**config.mk**
```make
export PLATFORM = sky130hd
export DESIGN_NAME = inst_queue
export DESIGN_NICKNAME = d
export VERILOG_FILES = /design/src/rtl/inst_queue.sv
export SDC_FILE = /design/constraint.sdc
export NUM_CORES = 1
export LEC_CHECK = 0
export CORE_MARGIN = 5
export CORE_UTILIZATION = 50
export CTS_BUF_LIST = sky130_fd_sc_hd__clkbuf_16
export DETAILED_ROUTE_END_ITERATION = 7
export PLACE_DENSITY = 0.73
export SKIP_CTS_REPAIR_TIMING = 1
export SLEW_MARGIN = 20
export SYNTH_ARGS = -nofsm -noshare
export SYNTH_HDL_FRONTEND = slang
export SYNTH_SLANG_ARGS = --single-unit
```
**constraint.sdc**
```tcl
create_clock -name i_clk -period 3.4 [get_ports i_clk]
set_input_delay 0.85 -clock i_clk [delete_from_list [all_inputs] [get_ports i_clk]]
set_output_delay 0.85 -clock i_clk [all_outputs]
set_load 0.1 [all_outputs]
```
**src/rtl/inst_queue.sv**
```systemverilog
// Fetch-to-decode instruction prefetch queue of DEPTH {inst, pc} entries; INST_QUEUE_BYPASS_EN adds empty-queue pass-through.
// Latency: 1 cycle push-to-head (0 cycles via bypass); one push and one pop per cycle sustained.
// Backpressure: o_inst_ack drops when full, flushing or in reset; a pop never frees a slot for the same cycle.
module inst_queue #(
  parameter int INST_WIDTH = 32,
  parameter int ADDR_WIDTH = 12,
  parameter int DEPTH      = 4
) (
  input  logic                     i_clk,
  input  logic                     i_rst,
  input  logic                     i_flush,
  output logic                     o_flush,
  input  logic [INST_WIDTH-1:0]    i_inst,
  input  logic [ADDR_WIDTH-1:0]    i_inst_pc,
  input  logic                     i_inst_ready,
  output logic                     o_inst_ack,
  output logic [INST_WIDTH-1:0]    o_inst,
  output logic [ADDR_WIDTH-1:0]    o_inst_pc,
  output logic                     o_inst_ready,
  input  logic                     i_inst_ack,
  output logic [$clog2(DEPTH):0]   o_count
);

  localparam int PW = $clog2(DEPTH);
  localparam int CW = PW + 1;

  logic [INST_WIDTH-1:0] inst_mem [DEPTH];
  logic [ADDR_WIDTH-1:0] pc_mem   [DEPTH];
  logic [PW-1:0]         rd_ptr, wr_ptr;
  logic [CW-1:0]         count;

  logic full, empty, bypass, pop, do_pop, push;

  assign full  = (count == CW'(DEPTH));
  assign empty = (count == '0);

`ifdef INST_QUEUE_BYPASS_EN
  assign bypass = empty && i_inst_ready;
`else
  assign bypass = 1'b0;
`endif

  assign o_flush      = i_flush;
  assign o_inst_ack   = !full && !i_flush && !i_rst;
  assign o_inst_ready = (!empty || bypass) && !i_flush && !i_rst;
  assign o_inst       = bypass ? i_inst    : inst_mem[rd_ptr];
  assign o_inst_pc    = bypass ? i_inst_pc : pc_mem[rd_ptr];
  assign o_count      = count;

  assign pop    = o_inst_ready && i_inst_ack;
  assign do_pop = pop && !empty;
  // A word consumed straight through the bypass is never written.
  assign push   = i_inst_ready && o_inst_ack && !(bypass && pop);

  always_ff @(posedge i_clk) begin
    if (i_rst) begin
      rd_ptr <= '0;
      wr_ptr <= '0;
      count  <= '0;
      for (int i = 0; i < DEPTH; i++) begin
        inst_mem[i] <= '0;
        pc_mem[i]   <= '0;
      end
    end else if (i_flush) begin
      rd_ptr <= '0;
      wr_ptr <= '0;
      count  <= '0;
    end else begin
      if (push) begin
        inst_mem[wr_ptr] <= i_inst;
        pc_mem[wr_ptr]   <= i_inst_pc;
        wr_ptr           <= wr_ptr + 1'b1;
      end
      if (do_pop)
        rd_ptr <= rd_ptr + 1'b1;
      if (push && !do_pop)
        count <= count + 1'b1;
      else if (!push && do_pop)
        count <= count - 1'b1;
    end
  end

endmodule

```
Yosys cells after proc, flatten, opt, wreduce, memory -nomap -nowiden

Memory sizes are Yosys's and may differ from the RTL's. A register that Yosys moved wholly into a read port is not among the register bits.
Cells that the tools add are included.

$add $sub $neg: 4
Eq/ne operators: 1
Mux-type cells: 18
Reduce and logical (&&, ||, !) cells: 20

Operator list:

| kind                                                               | count |
|---|---|
| 32-bit 2-to-1 mux                                                  | 1 |
| 32-bit OR reduction                                                | 1 |
| 12-bit 2-to-1 mux                                                  | 1 |
| 2-bit 2-to-1 mux                                                   | 6 |
| 12-bit OR reduction                                                | 1 |
| 1-bit logical AND                                                  | 9 |
| 1-bit 2-to-1 mux                                                   | 8 |
| 1-bit zero test                                                    | 6 |
| 3-bit 2-to-1 mux                                                   | 2 |
| 2-bit by 1-bit adder with 2-bit output, second input constant      | 2 |
| 3-bit by 1-bit adder with 3-bit output, second input constant      | 1 |
| 3-bit equality test, second input constant                         | 1 |
| 3-bit zero test                                                    | 1 |
| 3-bit by 1-bit subtractor with 3-bit output, second input constant | 1 |
| 2-bit nonzero test                                                 | 1 |
| 2-bit OR reduction                                                 | 1 |

Register bits after elaboration: 7
RAM bits: 176
Input port bits: 49
Output and inout bits: 50
Word-level logic and storage cells: 48
Memories kept: 2

Memories:

| name     | words | width | rd ports | clocked after Yosys merged registers in | wr ports | RTL line | source |
|---|---|---|---|---|---|---|---|
| inst_mem | 4     | 32    | 1        | 1                                       | 4        | 27       | `logic [INST_WIDTH-1:0] inst_mem [DEPTH];` |
| pc_mem   | 4     | 12    | 1        | 1                                       | 4        | 28       | `logic [ADDR_WIDTH-1:0] pc_mem [DEPTH];` |

Logic depth before layout (Yosys ltp)

Depth after elaboration: 11
Depth in mapped cells: 9
Mapped depth without buffers: 8

Worst setup path before layout

No wires, ideal clock.

Path kind: input port to output port
Start point: in i_flush
End point: out o_inst_ready
Arrival time: 2.646 ns
Required time: 2.550 ns
Slack: -0.096 ns
Stages on the path: 3
Path buffers: 1
Cells stage by stage: or2_2 > clkbuf_1 > nor2_1

Cells in the longest elaborated chain, start to end: 3

RTL lines:

| item                            | RTL line | source |
|---|---|---|
| start: declaration              | 11       | `input logic i_flush,` |
| 1-bit zero test                 | 45       | `assign o_inst_ready = (!empty \|\| bypass) && !i_flush && !i_rst;` |
| 1-bit logical AND (2 in series) | 45       |  |
| end: declaration                | 19       | `output logic o_inst_ready,` |

Every way passes these cells.

Final worst setup path

Ends and elaborated chain as after synthesis.

==> results.rst <==
.. list-table::
   :header-rows: 1

   * - Metric
     - Value
   * - Number of buffers added by the clock tree synthesis step
     - 17
   * - RD Place Congestion
     - 0.724
   * - Power density over the cells
     - 537 nW/um^2
   * - Share of the clock period used by the worst path after layout
     - 89.2%
   * - Die boundary height
     - 137 microns
   * - # setup viols final
     - 0
   * - Distinct cell type count after synthesis
     - 30
   * - Maximum clock insertion buffer count
     - 2
   * - Iteration-0 DRC Markers
     - 270
   * - Antenna violations before repair
     - 1
   * - Clock transition at the registers of the reported paths
     - 0.06 ns
   * - Cell with the most instances after synthesis
     - sky130_fd_sc_hd__edfxtp_1
   * - Number of synthesized flops with an enable pin
     - 176
   * - Static leakage power
     - 3.65 nW
   * - IO Port Bufs
     - 98
   * - YS warnings
     - 0
   * - Total number of vias
     - 4,273
   * - Area of the core
     - 15,800 sq um
   * - Capturing element type of the critical path
     - primary output
   * - Layout Cells excl Fill
     - 803
   * - Critical path class
     - in2out
   * - Synthesized area per cell
     - 17.0 sq um
   * - Most frequent cells after synthesis
     - 176 x sky130_fd_sc_hd__edfxtp_1, 143 x sky130_fd_sc_hd__and2_1, 44 x sky130_fd_sc_hd__mux4_2, 33 x sky130_fd_sc_hd__and2_2, 17 x sky130_fd_sc_hd__clkbuf_1
   * - Fraction of the yosys area taken by sequential cells
     - 67.9%
   * - Maximum fanout count along the critical path
     - 11
   * - TritonCTS clock tree
     - built
   * - Initial core utilization
     - 50.8%
   * - Unrepaired setup endpoints after global routing
     - false
   * - Largest net degree at the start of global routing
     - 46
   * - Normalized max-slew margin
     - 60.2%
   * - Main synth FF type
     - sky130_fd_sc_hd__edfxtp_1
   * - Cells taking the most area after synthesis
     - sky130_fd_sc_hd__edfxtp_1 66%, sky130_fd_sc_hd__mux4_2 12%, sky130_fd_sc_hd__and2_1 11%
   * - Die Span X
     - 137 microns
   * - Wire length of the first global-routing pass
     - 25,300 microns
   * - Share of Yosys cell area claimed by the top area cell type
     - 65.7%
   * - Maximum operating frequency
     - 0.330 GHz
   * - Vias in the first global route
     - 4,656
   * - Hold slack final
     - 0.531 ns
   * - FF+latch count, synth
     - 185
   * - Total inserted antenna cells
     - 0
   * - Outcome
     - finished clean
   * - Post-synthesis instance area
     - 8050 sq um
   * - Total number of placement rows
     - 46
   * - Latest clock arrival within the worst-skew pair
     - 0.42 ns
   * - Time the worst path needs with I/O delays and setup
     - 3.03 ns
   * - Gate count of the mapped netlist
     - 473
   * - Aggregate negative setup slack
     - 0 ns
   * - Count of nets after finishing
     - 625
   * - Cell taking the most area after synthesis
     - sky130_fd_sc_hd__edfxtp_1
   * - Routed vias/inst
     - 5.32
   * - Antenna viol nets, final
     - 0
   * - Aggregate global routing overflow
     - 0
   * - Register-to-register path setup slack
     - 1.19 ns
   * - Data arrival time of the worst path
     - 2.18 ns
   * - Post-detailed-route DRC marker count
     - 0
   * - Worst clock skew
     - 0.00613 ns
   * - Hold violation count in the final report
     - 0
   * - Average wire per standard cell
     - 20.1 microns
   * - Total wire length after detailed routing
     - 16,200 microns
   * - Number of iterations in the first detailed-routing pass
     - 5
   * - Worst Path Required
     - 2.55 ns
   * - DIE AREA
     - 18,700 sq um
   * - Class of the tightest hold or removal check
     - reg2reg
   * - Asr flop ratio synth
     - 0%
   * - Total global routing track utilization
     - 18.3%
   * - Number of cells in the design after placement
     - 771
   * - Post-detailed-placement half-perimeter wirelength
     - 9050 microns
   * - Share of final-layout standard cells stronger than drive strength 1
     - 31.7%
   * - Slew Limit Fails
     - 0
   * - Clock tree root buffer cell
     - sky130_fd_sc_hd__clkbuf_16
   * - CTS H-tree lvls
     - 4
   * - Launching element type of the critical path
     - input pin
   * - Top-Level Pins
     - 99
   * - Post-synth net total
     - 524
   * - Total of max-cap violations
     - 0
   * - Clock sink count
     - 185
   * - Worst-Margin Slew
     - 0.597 ns
   * - P&R area growth vs syn
     - 23.3%
   * - Worst IR drop on VDD
     - 0.000378 V
## worst max-delay path, cell delays in order
cell and delay, ns:
sky130_fd_sc_hd__clkdlybuf4s50_1 0.49, sky130_fd_sc_hd__or2_2 0.46, sky130_fd_sc_hd__nor2_2 0.19, sky130_fd_sc_hd__buf_12 0.19
## flip-flops by register name, indices dropped and copies added (netlist names), named ones only
register	flops
pc_mem	48
inst_mem	128
wr_ptr	2
rd_ptr	2
o_count	3
## where the power goes
| group | internal [W] | total (W) | switching, W | leakage, nW |
|---|---|---|---|---|
| clock network | 0.00128 | 0.00208 | 0.000799 | 0.334 |
| registers | 0.00260 | 0.00263 | 0.0000286 | 1.89 |
| logic | 0.000186 | 0.000620 | 0.000435 | 1.43 |
## final cells by class
| class | instances | area, sq um |
|---|---|---|
| repair buffers | 110 | 1050 |
| well taps | 216 | 270 |
| flip-flops and latches | 185 | 5470 |
| inverters | 1 | 3.75 |
| clock inverters | 7 | 37.5 |
| multi-input cells | 259 | 2460 |
| fillers | 1146 | 5910 |
| clock buffers | 25 | 626 |
## through the flow
step | area (sq um) | total power [W] | util (%) | setup WS (ns)
final | 9920 | 0.00533 | 62.7 | 0.366
after global routing | 9920 | 0.00549 | 62.7 | 0.280
after CTS | 9920 | 0.00537 | 62.7 | 0.360
after detailed placement | 9260 | 0.00330 | 58.5 | 0.152
after global placement | 9260 | 0.00329 | 58.5 | 0.231
after floorplan | 8050 | 0.00309 | - | 0.345
## per-layer routing
metal / global-route usage [%] / wire [microns]
met1: 23.6 / 6590
met2: 30.2 / 8300
met3: 5.77 / 1070
met4: 5.38 / 189
met5: 0 / 11
## final timing paths
kind,cells after the start,from,end
setup reg to reg,8,o_count[1],o_count[2]
hold / removal,2,rd_ptr[1],flip-flop
hold reg to reg,2,rd_ptr[1],flip-flop
setup / recovery,4,i_flush,o_inst_ready
## cell usage in the layout, fill, tap and decap left out, types with 3 or more instances in the layout
| master | synthesis | layout |
|---|---|---|
| sky130_fd_sc_hd__nand2_1 | 3 | 3 |
| sky130_fd_sc_hd__xor2_1 | 4 | 4 |
| sky130_fd_sc_hd__mux4_2 | 44 | 44 |
| sky130_fd_sc_hd__and2_1 | 143 | 143 |
| sky130_fd_sc_hd__nor2_1 | 8 | 6 |
| sky130_fd_sc_hd__clkinv_2 | 0 | 4 |
| sky130_fd_sc_hd__dfxtp_1 | 9 | 7 |
| sky130_fd_sc_hd__buf_4 | 1 | 54 |
| sky130_fd_sc_hd__edfxtp_1 | 176 | 176 |
| sky130_fd_sc_hd__and2_2 | 33 | 33 |
| sky130_fd_sc_hd__clkbuf_16 | 0 | 25 |
| sky130_fd_sc_hd__clkdlybuf4s50_1 | 0 | 48 |
| sky130_fd_sc_hd__buf_12 | 0 | 8 |
| sky130_fd_sc_hd__or2_2 | 5 | 5 |
## cells by family after synthesis
logic type	share of synthesized area, %
AOI/OAI and AO/OA	0.529
xor gates and xnor gates	0.435
adders and majority gates	0.404
buffers and inverters	1.56
DFF	67.9
muxes	12.6
and+or+nand+nor	16.6
(Power assumes the default switching activity.)
==> variant, RTL diff (config.mk and constraints unchanged) <==
The parameter `INST_WIDTH` goes from 32 to 64.
--- a/src/rtl/inst_queue.sv
+++ b/src/rtl/inst_queue.sv
@@ -2,7 +2,7 @@
 // Latency: 1 cycle push-to-head (0 cycles via bypass); one push and one pop per cycle sustained.
 // Backpressure: o_inst_ack drops when full, flushing or in reset; a pop never frees a slot for the same cycle.
 module inst_queue #(
-  parameter int INST_WIDTH = 32,
+  parameter int INST_WIDTH = 64,
   parameter int ADDR_WIDTH = 12,
   parameter int DEPTH      = 4
 ) (
Interface: changed (resized i_inst and o_inst); port bits go from 99 to 163. No check against the original RTL was run, so the function may have changed too.
==> variant against the original RTL <==
Synthesized cell count grew 66%; cell area grew 71%; core utilization grew 0.71 points; setup slack lost 0.13 ns; critical path type is now reg -> out; die area grew 62%; routed wire length grew 73%; synthesized area grew 68%; sequential cell count grew 128; first-iteration DRC count grew 62%; power grew 66%.
==> variant: results (changes against the original RTL) <==
synth_xor_area_share_pct: 0.259  # -0.18 points
p_comb_mw: 1.15  # +85%
synth.area.top_cells: "edfxtp_1 (68%), and2_1 (14%), mux4_2 (13%)"
hpwlAfterDp_um: 16100  # +78%
totalPowerFinal_mw: 8.86  # +66%
drt-total-wl_um: 28000  # +73%
final-clk-cell-share_pct: 5.68  # -1.0 points
power_leakage_nw: 6.19  # +70%
r2r_slack_ns: 1.13  # -0.06 ns
ys_types: 32  # +6.7%
grtUsageMet1_pct: 23.1  # -0.52 points
slowest_stage: "dfxtp_4"
synth_seq_area_share_pct: 68.9  # +0.96 points
post_drt_wl_per_cell_um: 21.2  # +5.6%
first_pass_iters: 7  # +2
p_per_area_mw_per_mm2: 522  # -2.9%
htree_levels: 1  # -3
seqCellArea_mm2: 0.00932  # +70%
pre_cts_slack_ns: 0.214  # +0.0622 ns
grtUsageMet3_pct: 3.46  # -2.3 points
ys_seq_elements: 313  # +69%
dpl_cell_area_mm2: 0.0160  # +73%
synth_nets: 867  # +65%
nets: 1036  # +66%
netlist_top_cells_count: "and2_1 (304), edfxtp_1 (304), mux4_2 (76)"
wl_met3_um: 1620  # +52%
grt_pass1_vias: 7815  # +68%
die_area_mm2: 0.0304  # +62%
io_buffers: 162  # +65%
status: "completed"
synth.area.mux_share_pct: 12.8  # +0.25 points
timing.hold.ws_ns: 0.541  # +0.00956 ns
largest_reg_flops: 256  # +100%
endpoint: "o_inst[8]"
signal_buffers: 187  # +70%
-- variant: cell types whose count changed in the layout (fill, tap and decap cells not counted), moves of 4 or more --
| cell | before | now |
|---|---|---|
| and2_1 | 143 | 304 |
| and2_2 | 33 | 0 |
| buf_12 | 8 | 57 |
| buf_4 | 54 | 50 |
| clkbuf_16 | 25 | 31 |
| clkdlybuf4s50_1 | 48 | 80 |
| clkinv_1 | 0 | 4 |
| clkinv_2 | 4 | 10 |
| edfxtp_1 | 176 | 304 |
| inv_1 | 2 | 6 |
| mux4_2 | 44 | 76 |
| or2_2 | 5 | 1 |
-- variant: logic make-up (layout without fill, tap and decap cells) --
family / after synthesis / after routing
AOI/OAI and AO/OA: 6 / 6
DFF: 313 / 313
adders and majority gates: 2 / 2
buffers and inverters: 52 / 243
muxes: 78 / 78
and+or+nand+nor: 329 / 329
xor gates and xnor gates: 4 / 4
